### src/rtl/md_unit_pkg.sv
// md_unit_pkg: shared constants for the EX-stage multiply/divide unit.
//   MD_* operation codes, FSM state encodings and small op-decode helpers.
package md_unit_pkg;

    localparam logic [2:0] MD_NOP   = 3'd0;
    localparam logic [2:0] MD_MULT  = 3'd1;
    localparam logic [2:0] MD_MULTU = 3'd2;
    localparam logic [2:0] MD_DIV   = 3'd3;
    localparam logic [2:0] MD_DIVU  = 3'd4;
    localparam logic [2:0] MD_MTHI  = 3'd5;
    localparam logic [2:0] MD_MTLO  = 3'd6;

    typedef enum logic [1:0] {
        MD_S_IDLE = 2'd0,
        MD_S_RUN  = 2'd1,
        MD_S_FIX  = 2'd2
    } md_state_t;

    // Operations that go through the iterative core.
    function automatic logic md_is_iter(input logic [2:0] op);
        return (op == MD_MULT) || (op == MD_MULTU) || (op == MD_DIV) || (op == MD_DIVU);
    endfunction

    function automatic logic md_is_div(input logic [2:0] op);
        return (op == MD_DIV) || (op == MD_DIVU);
    endfunction

    function automatic logic md_is_signed(input logic [2:0] op);
        return (op == MD_MULT) || (op == MD_DIV);
    endfunction

endpackage

### src/rtl/md_unit_iter_core.sv
// md_iter_core: magnitude datapath for md_unit. One multiply or divide step
// per cycle on unsigned operands.
//   clk, rstn  : clock, async active-low reset
//   load       : capture a (multiplicand/dividend) and b (multiplier/divisor),
//                clear the partial result, arm the iteration counter
//   op_is_div  : selects restoring-divide step instead of shift-add multiply
//   step       : perform one iteration
//   a, b       : operand magnitudes
//   result     : multiply -> 2*WIDTH product; divide -> {remainder, quotient}
//   last       : the current step is the final one
module md_iter_core
    import md_unit_pkg::*;
#(
    parameter int WIDTH = 32
) (
    input  logic               clk,
    input  logic               rstn,
    input  logic               load,
    input  logic               op_is_div,
    input  logic               step,
    input  logic [WIDTH-1:0]   a,
    input  logic [WIDTH-1:0]   b,
    output logic [2*WIDTH-1:0] result,
    output logic               last
);

    localparam int CW = $clog2(WIDTH + 1);

    // rem_q: upper product half / partial remainder
    // shf_q: multiplier shifting out / dividend shifting out, quotient shifting in
    // m_q  : multiplicand / divisor
    logic [WIDTH-1:0] rem_q, rem_d;
    logic [WIDTH-1:0] shf_q, shf_d;
    logic [WIDTH-1:0] m_q, m_d;
    logic [CW-1:0]    cnt_q, cnt_d;

    logic [WIDTH:0]   sum;
    logic [WIDTH:0]   shifted;
    logic [WIDTH-1:0] diff;

    assign sum     = {1'b0, rem_q} + (shf_q[0] ? {1'b0, m_q} : '0);
    assign shifted = {rem_q, shf_q[WIDTH-1]};
    // When the subtraction is taken the true difference is below m_q, so the
    // low WIDTH bits are exact.
    assign diff    = shifted[WIDTH-1:0] - m_q;

    always_comb begin
        rem_d = rem_q;
        shf_d = shf_q;
        m_d   = m_q;
        cnt_d = cnt_q;
        if (load) begin
            rem_d = '0;
            shf_d = op_is_div ? a : b;
            m_d   = op_is_div ? b : a;
            cnt_d = CW'(WIDTH);
        end else if (step) begin
            cnt_d = cnt_q - CW'(1);
            if (op_is_div) begin
                if (shifted >= {1'b0, m_q}) begin
                    rem_d = diff;
                    shf_d = {shf_q[WIDTH-2:0], 1'b1};
                end else begin
                    rem_d = shifted[WIDTH-1:0];
                    shf_d = {shf_q[WIDTH-2:0], 1'b0};
                end
            end else begin
                rem_d = sum[WIDTH:1];
                shf_d = {sum[0], shf_q[WIDTH-1:1]};
            end
        end
    end

    always_ff @(posedge clk or negedge rstn) begin
        if (!rstn) begin
            rem_q <= '0;
            shf_q <= '0;
            m_q   <= '0;
            cnt_q <= '0;
        end else begin
            rem_q <= rem_d;
            shf_q <= shf_d;
            m_q   <= m_d;
            cnt_q <= cnt_d;
        end
    end

    assign result = {rem_q, shf_q};
    assign last   = (cnt_q == CW'(1));

endmodule

### src/rtl/md_unit.sv
// md_unit: iterative multiply/divide unit owning the HI/LO registers.
//   clk, rstn : clock, async active-low reset
//   flush     : abort in-flight operation (only when MD_FLUSH_EN is defined)
//   md_op     : MD_* operation code
//   start     : issue strobe, accepted when busy=0
//   A, B      : rs / rt operands
//   busy      : operation in flight
//   done      : one-cycle pulse, HI/LO written this cycle
//   hi, lo    : architectural HI/LO
// Optional feature macro: MD_FLUSH_EN adds the flush port.
//
// state      | meaning
// MD_S_IDLE  | accepts start; MTHI/MTLO write directly
// MD_S_RUN   | one core iteration per cycle, WIDTH cycles
// MD_S_FIX   | sign fixup, write HI/LO, pulse done
module md_unit
    import md_unit_pkg::*;
#(
    parameter int WIDTH = 32
) (
    input  logic             clk,
    input  logic             rstn,
`ifdef MD_FLUSH_EN
    input  logic             flush,
`endif
    input  logic [2:0]       md_op,
    input  logic             start,
    input  logic [WIDTH-1:0] A,
    input  logic [WIDTH-1:0] B,
    output logic             busy,
    output logic             done,
    output logic [WIDTH-1:0] hi,
    output logic [WIDTH-1:0] lo
);

    md_state_t        state_q;
    logic             busy_q, done_q;
    logic [WIDTH-1:0] hi_q, lo_q;
    logic             is_div_q;
    logic             neg_res_q;   // product / quotient must be negated
    logic             neg_rem_q;   // remainder takes the negative dividend sign
    logic             bzero_q;     // divide by zero

    logic             kill;
`ifdef MD_FLUSH_EN
    assign kill = flush;
`else
    assign kill = 1'b0;
`endif

    logic             op_signed;
    logic             a_neg, b_neg;
    logic [WIDTH-1:0] a_mag, b_mag;
    logic             core_load, core_step, core_div, core_last;
    logic [2*WIDTH-1:0] core_res;

    assign op_signed = md_is_signed(md_op);
    assign a_neg     = op_signed & A[WIDTH-1];
    assign b_neg     = op_signed & B[WIDTH-1];
    assign a_mag     = a_neg ? -A : A;
    assign b_mag     = b_neg ? -B : B;

    assign core_load = (state_q == MD_S_IDLE) && start && !kill && md_is_iter(md_op);
    assign core_step = (state_q == MD_S_RUN) && !kill;
    assign core_div  = (state_q == MD_S_IDLE) ? md_is_div(md_op) : is_div_q;

    md_iter_core #(.WIDTH(WIDTH)) u_core (
        .clk       (clk),
        .rstn      (rstn),
        .load      (core_load),
        .op_is_div (core_div),
        .step      (core_step),
        .a         (a_mag),
        .b         (b_mag),
        .result    (core_res),
        .last      (core_last)
    );

    logic [2*WIDTH-1:0] prod_fix;
    logic [WIDTH-1:0]   quo, rem, quo_fix, rem_fix;

    assign quo      = core_res[WIDTH-1:0];
    assign rem      = core_res[2*WIDTH-1:WIDTH];
    assign prod_fix = neg_res_q ? -core_res : core_res;
    // Divide by zero: all-ones quotient; the remainder path already yields A.
    assign quo_fix  = bzero_q ? '1 : (neg_res_q ? -quo : quo);
    assign rem_fix  = neg_rem_q ? -rem : rem;

    always_ff @(posedge clk or negedge rstn) begin
        if (!rstn) begin
            state_q   <= MD_S_IDLE;
            busy_q    <= 1'b0;
            done_q    <= 1'b0;
            hi_q      <= '0;
            lo_q      <= '0;
            is_div_q  <= 1'b0;
            neg_res_q <= 1'b0;
            neg_rem_q <= 1'b0;
            bzero_q   <= 1'b0;
        end else begin
            done_q <= 1'b0;
            if (kill) begin
                // Abort wins over any same-cycle start; HI/LO untouched.
                state_q <= MD_S_IDLE;
                busy_q  <= 1'b0;
            end else begin
                case (state_q)
                    MD_S_IDLE: begin
                        if (start) begin
                            if (md_is_iter(md_op)) begin
                                state_q   <= MD_S_RUN;
                                busy_q    <= 1'b1;
                                is_div_q  <= md_is_div(md_op);
                                neg_res_q <= a_neg ^ b_neg;
                                neg_rem_q <= md_is_div(md_op) & a_neg;
                                bzero_q   <= md_is_div(md_op) & (B == '0);
                            end else if (md_op == MD_MTHI) begin
                                hi_q <= A;
                            end else if (md_op == MD_MTLO) begin
                                lo_q <= A;
                            end
                        end
                    end
                    MD_S_RUN: begin
                        if (core_last) state_q <= MD_S_FIX;
                    end
                    MD_S_FIX: begin
                        if (is_div_q) begin
                            hi_q <= rem_fix;
                            lo_q <= quo_fix;
                        end else begin
                            {hi_q, lo_q} <= prod_fix;
                        end
                        done_q  <= 1'b1;
                        busy_q  <= 1'b0;
                        state_q <= MD_S_IDLE;
                    end
                    default: begin
                        state_q <= MD_S_IDLE;
                        busy_q  <= 1'b0;
                    end
                endcase
            end
        end
    end

    assign busy = busy_q;
    assign done = done_q;
    assign hi   = hi_q;
    assign lo   = lo_q;

endmodule

### config.mk
export PLATFORM = sky130hd
export DESIGN_NAME = md_unit
export DESIGN_NICKNAME = d
export VERILOG_FILES = /design/src/rtl/md_unit_pkg.sv /design/src/rtl/md_unit_iter_core.sv /design/src/rtl/md_unit.sv
export SDC_FILE = /design/constraint.sdc
export NUM_CORES = 1
export LEC_CHECK = 0
export BUFFER_PORTS_ARGS = -buffer_cell sky130_fd_sc_hd__buf_4
export CAP_MARGIN = 5
export CELL_PAD_IN_SITES_DETAIL_PLACEMENT = 0
export CELL_PAD_IN_SITES_GLOBAL_PLACEMENT = 1
export CORE_MARGIN = 1
export CORE_UTILIZATION = 36
export CTS_CLUSTER_SIZE = 40
export DETAILED_ROUTE_END_ITERATION = 12
export PLACE_DENSITY = 0.66
export SYNTH_ARGS = -nofsm -noshare
export SYNTH_HDL_FRONTEND = slang
export SYNTH_SLANG_ARGS = --single-unit
### constraint.sdc
create_clock -name clk -period 7.3 [get_ports clk]
set_input_delay 0.73 -clock clk [delete_from_list [all_inputs] [get_ports clk]]
set_output_delay 0.73 -clock clk [all_outputs]
set_load 0.05 [all_outputs]
==> out/qor.yml <==
synth:
  combinational_family_with_the_most_area_after_synthesis: "compound AO/OA/AOI/OAI gates"
  synth_cell_type_count: 81
  post_synth.cell_area_avg_um2: 7.61
  synthesis.yosys.warnings: 0
  ys_async_sr_fraction_pct: 100
  synth_top_area_cell: "sky130_fd_sc_hd__dfrtp_1"
  synth.cell_area_mm2: 0.0152
  synth_seq_cells: 174
  synth-main-ff-cell: "sky130_fd_sc_hd__dfrtp_1"
  synth_compound_area_share_pct: 29.8
  synth_top_cells_by_area: "sky130_fd_sc_hd__dfrtp_1 29%, sky130_fd_sc_hd__nand2_1 7.0%, sky130_fd_sc_hd__a21oi_1 6.6%, sky130_fd_sc_hd__o21ai_0 6.3%, sky130_fd_sc_hd__ha_1 5.8%"
  synth-edff-count: 0
  synth.yosys.seq_area_share_pct: 28.6
  mappedNetlistNets: 2141
  synth_xor_xnor_area_share_pct: 9.56
  synth_largest_type_area_fraction_pct: 28.6
  synth_simple_gate_area_share_pct: 19.8
  post_synth_mux_area_share_pct: 1.12
  synth_fa_ha_area_share_pct: 6.02
  postSynthCellCount: 1999
pwr:
  power_frac_comb_pct: 67.4
  p_seq_share_pct: 21.7
  power.density_cell_area_mw_per_mm2: 543
  vdd_drop_max_mv: 0.178
  leakagePower_nw: 7.49
  p_switching_w: 0.00519
  switching_share_pct: 55.4
  intPower_w: 0.00418
  clockPowerShare_pct: 10.8
global_routing:
  via_count_of_the_first_global_routing_pass: 14400
  globalRouteTotalUtil_pct: 28.8
  first_pass_grt_wire_length_um: 93000
  use_met3_pct: 5.01
  grt_max_degree: 90
  most_crowded_layer_gr: "met2"
  gr-usage-met2_pct: 43.2
  antenna_found_initial: 0
  use_met1_pct: 41.7
  globalRouteOverflowTotal: 0
critical_path:
  criticalPathCategory: "reg -> reg"
  reg2regPathDepth: 12
  cp-start-kind: "register"
  critical_path_arrival_ns: 4.55
  cp_slowest_stage_delay_ns: 0.68
  timing.critical_path.required_ns: 7.67
  critical-path-slowest-cell: "sky130_fd_sc_hd__a221oi_2"
  critPathMaxFanout: 15
  timing.critical_path.cells: "inv_1 -> nor2_1 -> ha_1 -> a211oi_1 -> o21ai_1 -> a221oi_2 -> nor4_1 -> o31ai_1 -> a21oi_1 -> or3_1 -> a32oi_1 -> o211ai_1"
  critical_path.endpoint_type: "register"
finish:
  final_net_count: 2186
  antenna_diode_count: 0
  layout-drive-gt1-share_pct: 11.2
  area_growth_synth_to_finish_pct: 13.4
  finish.instance_area_mm2: 0.0172
  fillCellCount: 4269
route:
  detail_route.wl_per_cell_um: 23.9
  finalWirelength_um: 61800
  dr_total_vias: 15300
  drt-initial-drc-count: 1590
  vias_per_cell: 5.92
  remaining_drc_errors: 0
  drt_pass1_iterations: 5
  ant_nets: 0
floorplan:
  top_level_ports: 136
  floorplan_die_height_um: 208
  floorplan.die_area_mm2: 0.0431
  dieWidth_um: 208
  placementRows: 74
  initial_utilization_pct: 36.9
  design.core.area_mm2: 0.0412
clock_network:
  worst_setup_hold_path_clk_slew_ns: 0.08
  post_cts.resized_instances: 0
  ctsLongestPathBuffers: 2
  number_of_buffers_added_by_the_clock_tree_synthesis_step: 17
  numClockSinks: 174
  cts-root-buf: "sky130_fd_sc_hd__clkbuf_16"
  cts_max_level: 4
  cts-hold-fix-buffers: 0
  tritoncts: "built"
  cts.repair_timing.setup_buffer_count: 0
  clk_latency_ns: 0.50
timing:
  skew_ns: 0.0122
  period_needed_ns: 4.18
  hold_viol: 0
  maxClockFrequency_ghz: 0.239
  rsz0062_at_grt: "false"
  timing.final.crit_share_pct: 57.3
  whs_ns: 0.293
  timing.max_slew.rel_slack_pct: 21.0
  max_slew.worst_pin.slew_ns: 1.18
  finalMaxSlewViolations: 0
  timing.setup.tns_ns: 0
  setup_viol: 0
flow_run:
  max-cap-violations: 0
placed_design:
  detailed_place_hpwl_um: 47300
  input_output_buffers: 135
  place_congestion: 0.893
  dpl-instance-area_mm2: 0.0166
status:
  run_status: "complete, no violations"
worst_hold_path:
  holdCritPathClass: "in -> async"
## worst paths after layout
| path | start | to | slack, ns |
|---|---|---|---|
| max | u_core.shf_q[0] | u_core.rem_q[26] | 3.12 |
| min | rstn | hi[10] | 0.29 |
| max reg2reg | u_core.shf_q[0] | u_core.rem_q[26] | 3.12 |
| min reg2reg | lo[30] | lo[30] | 0.48 |
| max in group asynchronous | rstn | u_core.m_q[5] | 5.78 |
| min in group clk | lo[30] | lo[30] | 0.48 |
## metal layers
metal	up-vias	part of all wire, %
met3	58	7.4
met4	0	2.2
li1	7327	-
met5	-	0
met2	537	43
met1	7412	47
## state kept, by name, summed over array words and instances, names as in the netlist
signal,flops
hi,32
lo,32
u_core.m_q,32
u_core.rem_q,32
u_core.shf_q,32
u_core.cnt_q,6
state_q,2
busy,1
bzero_q,1
done,1
is_div_q,1
neg_rem_q,1
neg_res_q,1
## layout by cell type, fill, tap and decap left out, types with 17 or more instances in the layout
master,instances
sky130_fd_sc_hd__nand3_1,41
sky130_fd_sc_hd__xor2_1,81
sky130_fd_sc_hd__xnor2_1,85
sky130_fd_sc_hd__ha_1,70
sky130_fd_sc_hd__a32oi_1,17
sky130_fd_sc_hd__clkbuf_16,17
sky130_fd_sc_hd__nor2b_1,18
sky130_fd_sc_hd__nor3_1,42
sky130_fd_sc_hd__o41ai_1,17
sky130_fd_sc_hd__buf_4,157
sky130_fd_sc_hd__inv_1,68
sky130_fd_sc_hd__a21o_1,56
sky130_fd_sc_hd__dfrtp_1,174
sky130_fd_sc_hd__a21oi_1,200
sky130_fd_sc_hd__nor2_1,140
sky130_fd_sc_hd__mux2i_1,17
sky130_fd_sc_hd__nand2_1,283
sky130_fd_sc_hd__a31oi_1,47
sky130_fd_sc_hd__o21ai_0,192
sky130_fd_sc_hd__o211ai_1,25
sky130_fd_sc_hd__o31ai_1,27
## cells by family (layout without fill, tap and decap cells)
| family | Yosys count | count (layout) |
|---|---|---|
| xor gates and xnor gates | 166 | 166 |
| muxes | 17 | 17 |
| and+or+nand+nor | 649 | 649 |
| AOI/OAI and AO/OA | 720 | 720 |
| buffers and inverters | 201 | 259 |
| adders and majority gates | 72 | 72 |
| DFF | 174 | 174 |
## cell usage after synthesis (18+ instances only)
master                     count
sky130_fd_sc_hd__a21o_1       56
sky130_fd_sc_hd__clkbuf_1    116
sky130_fd_sc_hd__o21ai_0     192
sky130_fd_sc_hd__o31ai_1      28
sky130_fd_sc_hd__xnor2_1      85
sky130_fd_sc_hd__xor2_1       81
sky130_fd_sc_hd__o211ai_1     25
sky130_fd_sc_hd__inv_1        68
sky130_fd_sc_hd__nand3_1      41
sky130_fd_sc_hd__nor2b_1      18
sky130_fd_sc_hd__ha_1         70
sky130_fd_sc_hd__a31oi_1      47
sky130_fd_sc_hd__a21oi_1     201
sky130_fd_sc_hd__nor2_1      142
sky130_fd_sc_hd__nor3_1       43
sky130_fd_sc_hd__dfrtp_1     174
sky130_fd_sc_hd__nand2_1     284
## stage by stage
| stage | util (%) | total power [W] | setup WS (ns) | instances |
|---|---|---|---|---|
| after floorplan | - | 0.00636 | 4.13 | 1999 |
| after global placement | 40.3 | 0.00826 | 3.33 | 2556 |
| after detailed placement | 40.3 | 0.00826 | 3.28 | 2556 |
| after CTS | 41.8 | 0.00931 | 3.24 | 2588 |
| after global routing | 41.8 | 0.0101 | 2.80 | 2589 |
| final | 41.8 | 0.00937 | 3.12 | 2589 |
## layout make-up
class                           count  area [um2]  share of cell area [%]
Clock buffer                       17         425                    2.47
Timing Repair Buffer              159        1200                    6.97
Clock inverter                     15         200                    1.16
Inverter                           68         255                    1.48
Multi-Input combinational cell   1624       10100                    58.8
Sequential cell                   174        4350                    25.3
Tap cell                          532         666                    3.86
## worst max-delay path, delay by kind of cell (launching register included)
family | cells | cell delay, ns
flip-flops | 1 | 0.46
AO/OA/AOI/OAI | 7 | 2.26
adder cells (fa/ha/maj) | 1 | 0.25
buffers and inverters | 1 | 0.45
AND/OR/NAND/NOR | 3 | 0.64
## power by group through the flow
stage	clock, W	sequential [W]	combinational, W
2_1_floorplan	0	0.00232	0.00404
3_3_place_gp	0	0.00201	0.00624
3_5_place_dp	0	0.00203	0.00623
4_1_cts	0.00104	0.00201	0.00626
5_1_grt	0.00106	0.00209	0.00691
6_report	0.00101	0.00204	0.00632
(Power assumes the default switching activity.)
